`src/rtl/acc.sv`:
```
// Registered accumulator: q accumulates d on every rising clock edge,
// wrapping modulo 2^WIDTH. ovf holds the carry-out of the latest addition
// and is not sticky. Reset is synchronous and active-low.
module acc #(
    parameter int WIDTH = 4
) (
    input  logic             clk,
    input  logic             rst,
    input  logic [WIDTH-1:0] d,
    output logic [WIDTH-1:0] q,
    output logic             ovf
);

    logic [WIDTH-1:0] acc_q;
    logic [WIDTH-1:0] acc_d;
    logic             ovf_q;
    logic             ovf_d;

    // Next sum computed one bit wider so the carry-out lands in ovf_d.
    always_comb begin
        {ovf_d, acc_d} = {1'b0, acc_q} + {1'b0, d};
    end

    // State register: reset clears both sum and carry and takes priority
    // over d; otherwise load the new sum and carry every edge.
    always_ff @(posedge clk) begin
        if (!rst) begin
            acc_q <= '0;
            ovf_q <= 1'b0;
        end else begin
            acc_q <= acc_d;
            ovf_q <= ovf_d;
        end
    end

    // Outputs come straight from the registers; no path from d.
    assign q   = acc_q;
    assign ovf = ovf_q;

endmodule

```
`config.mk`:
```
export PLATFORM = sky130hd
export DESIGN_NAME = acc
export DESIGN_NICKNAME = d
export VERILOG_FILES = /design/src/rtl/acc.sv
export SDC_FILE = /design/constraint.sdc
export NUM_CORES = 1
export LEC_CHECK = 0
export ABC_AREA = 1
export CORE_AREA = 2 2 39 41
export DETAILED_ROUTE_END_ITERATION = 10
export DIE_AREA = 0 0 41 43
export PLACE_DENSITY = 0.46
export SLEW_MARGIN = 10
export SYNTH_ARGS = -nofsm -noshare
export SYNTH_HDL_FRONTEND = slang
export SYNTH_SLANG_ARGS = --single-unit
```
`constraint.sdc`:
```
create_clock -name clk -period 1.25 [get_ports clk]
set_clock_uncertainty 0.15 [all_clocks]
set_input_delay 0.1875 -clock clk [delete_from_list [all_inputs] [get_ports clk]]
set_output_delay 0.1875 -clock clk [all_outputs]
set_load 0.1 [all_outputs]
```
==> metrics <==
run status=complete, but fails checks; failing checks=setup timing; antenna diode count=0; Final Non-Filler Cells=67; Initial Util=0.1971; DRC violation total after the first TritonRoute iteration=0; WL/cell=9.015 um; Clock Power Share=0.212; final setup TNS=-0.2636 ns; CP Class=flip-flop to flip-flop; pre-CTS setup slack=-0.4927 ns; Worst Tran Pin Value=0.1599 ns; top cells by count, synth=8 x inv_1, 7 x nand2_1, 5 x dfxtp_1; max-slew violations=0; Clock Tree Buf Depth=2; root buf cell=clkbuf_4; GPL Wtd Cong=0.7208; Synth cell types=9; Core Region=1384 um^2; layout cells sized above 1=0.5098; yosys warns=0; Worst Path Buf+Inv=2; Die W=41 um; Setup violations, final=3; fin worst setup slack=-0.1132 ns; post-layout min period=1.363 ns; met3 WL=42 um; Critical Path RT=1.27 ns; global-route wire length before repair=979 um; Final Cell Area=549.3 um^2; WL final=604 um; placed cell count=63; post-CTS setup buffer count=0; Slew headroom=0.8931; Crit. End Element=flip-flop; TritonCTS clock tree=done; CP most frequent cell=inv_2; NetSw=372.4 uW; top cells by area, synth=dfxtp_1 37%, ha_1 18%, inv_1 11%, nand2_1 9.6%, fa_1 7.3%; Antenna Nets Post-Route=0; Max VDD drop=416.8 uV; Top Family by Delay on Critical Path=adder cells; CP max-delay cell=dfxtp_4; synth-to-layout area growth=101.4%; antenna violations before repair=0; Synth Instances=34; Num CTS Buffers=3; Area after DPL=520.5 um^2; Worst EP arrival=1.39 ns; Fin. Hold Viols=0; H-tree depth=1; cell taking the most area after synthesis=dfxtp_1; Critical Path, Cell by Cell=ha_4, inv_2, fa_2, inv_2, nand2_2, nand2_1, a21oi_1, nor2_1; top-count cell post-synth=inv_1; CTS clk-pin slew, worst paths=0.04 ns; largest net degree at the start of global routing=5; I/O pin total=11; First-pass DRT Iterations=1; RSZ-0062 raised after global routing=true; Top Metal Used=met4; Worst-Skew Late Latency=0.24 ns; Seq/Total Area, Yosys=0.3670; combinational power share=0.529; post-layout net count=63; sequential group share of total power=0.259; Sw Share=0.4290; Placement Rows=14; die area=1763 um^2; Hold Path Class=input pin to flip-flop; Post-synth EDFFs=0; Pleak=0.2607 nW; synthesized flop and latch total=5; post-synth top area share=0.3670; Tcrit/Tclk final=1.091; fraction of registers with async set/reset=0; Sink Count=5; drt drc=0; Cell Int Power=495.7 uW; grt ovf=0; post-DP HPWL=532.6 um; Post-synth top flop=dfxtp_1; synthesized area=272.8 um^2; f_max=0.7336 GHz; total power=868.1 uW; slowest stage delay, CP=0.35 ns; maximum fanout along the worst path=2; vias=269; vias in the first global route=277; Via-to-Cell Ratio=4.015; M1 wire length=231 um; CP Launch Type=flip-flop; max-cap violation count=0; Post-Syn Nets=45; met2 wire len=315 um; Mapped Avg Cell Area=8.022 um^2; PortBufs=10; Tot GR Track Use=0.08945; Die H=43 um; Power Density=1580 nW/um^2
worst register-to-register path, delay by kind of cell, from the launching register on:
kind                       cells  cell delay [ns]
AOI/OAI and AO/OA              1             0.06
adders and majority gates      2             0.47
buffers and inverters          2             0.09
DFF                            1             0.35
and+or+nand+nor                3             0.17
area by class of cell:
cell class	instances	area [um^2]
Fill cell	139	834.6
Multi-Input combinational cell	21	185.2
Timing Repair Buffer	13	172.7
Sequential cell	5	115.1
Inverter	8	30.03
Clock buffer	4	26.28
Tap cell	16	20.02
per-stage QoR:
stage | hold slack [ns] | util
after floorplan | 0.1303 | -
final | 0.2628 | 0.3969
after detailed placement | 0.4267 | 0.3761
after global placement | 0.4142 | 0.3761
after CTS | 0.2680 | 0.3933
after global routing | 0.2727 | 0.3969
power groups by stage:
stage,Combinational (mW),Sequential [mW],Clock (mW)
after floorplan,0.105,0.403,0
after global placement,0.452,0.226,0
after detailed placement,0.462,0.228,0
after CTS,0.460,0.225,0.196
after global routing,0.492,0.227,0.206
final,0.460,0.224,0.184
worst paths after layout:
kind,depth (start not counted),start,slack (ns),to
worst min register to register,3,q[0],0.43,q[0]
worst max register to register,8,q[0],-0.11,ovf
worst max-delay path,8,q[0],-0.11,ovf
worst min-delay path,5,d[2],0.26,q[2]
registers in the layout, indices dropped and copies added, names as in the netlist:
| name | count |
|---|---|
| ovf | 1 |
| q | 4 |
cell usage in the layout (no fill, tap or decap):
cell and count:
clkbuf_4 3, inv_1 4, dlymetal6s2s_1 1, fa_2 1, clkbuf_1 1, inv_2 4
a21oi_1 3, dfxtp_1 1, nand2_2 2, nor2_1 4, dfxtp_4 4, ha_4 3
nand2_1 6, nand3_2 1, ha_1 1, buf_4 3, buf_12 5, dlygate4sd2_1 2
clkdlybuf4s50_1 2
repair_timing:
item,4_1_cts,5_1_grt
hold buffers,0,0
setup endpoints to repair,4,4
hold endpoints to repair,0,0
gates resized for setup,3,3
pin swaps,1,0
kinds of logic after synthesis:
logic type               after synthesis  share of synthesized area
AO/OA/AOI/OAI                          3                    0.05503
adder cells (fa/ha/maj)                5                     0.2569
buffers and inverters                  8                     0.1101
flip-flops                             5                     0.3670
AND/OR/NAND/NOR                       13                     0.2110
metal layers:
layer,up-vias,global-route usage
met4,0,0.1000
li1,138,-
met1,122,0.08065
met5,-,0
met3,2,0.03141
met2,7,0.1344
Note: power is estimated with default switching activity, not from simulation.
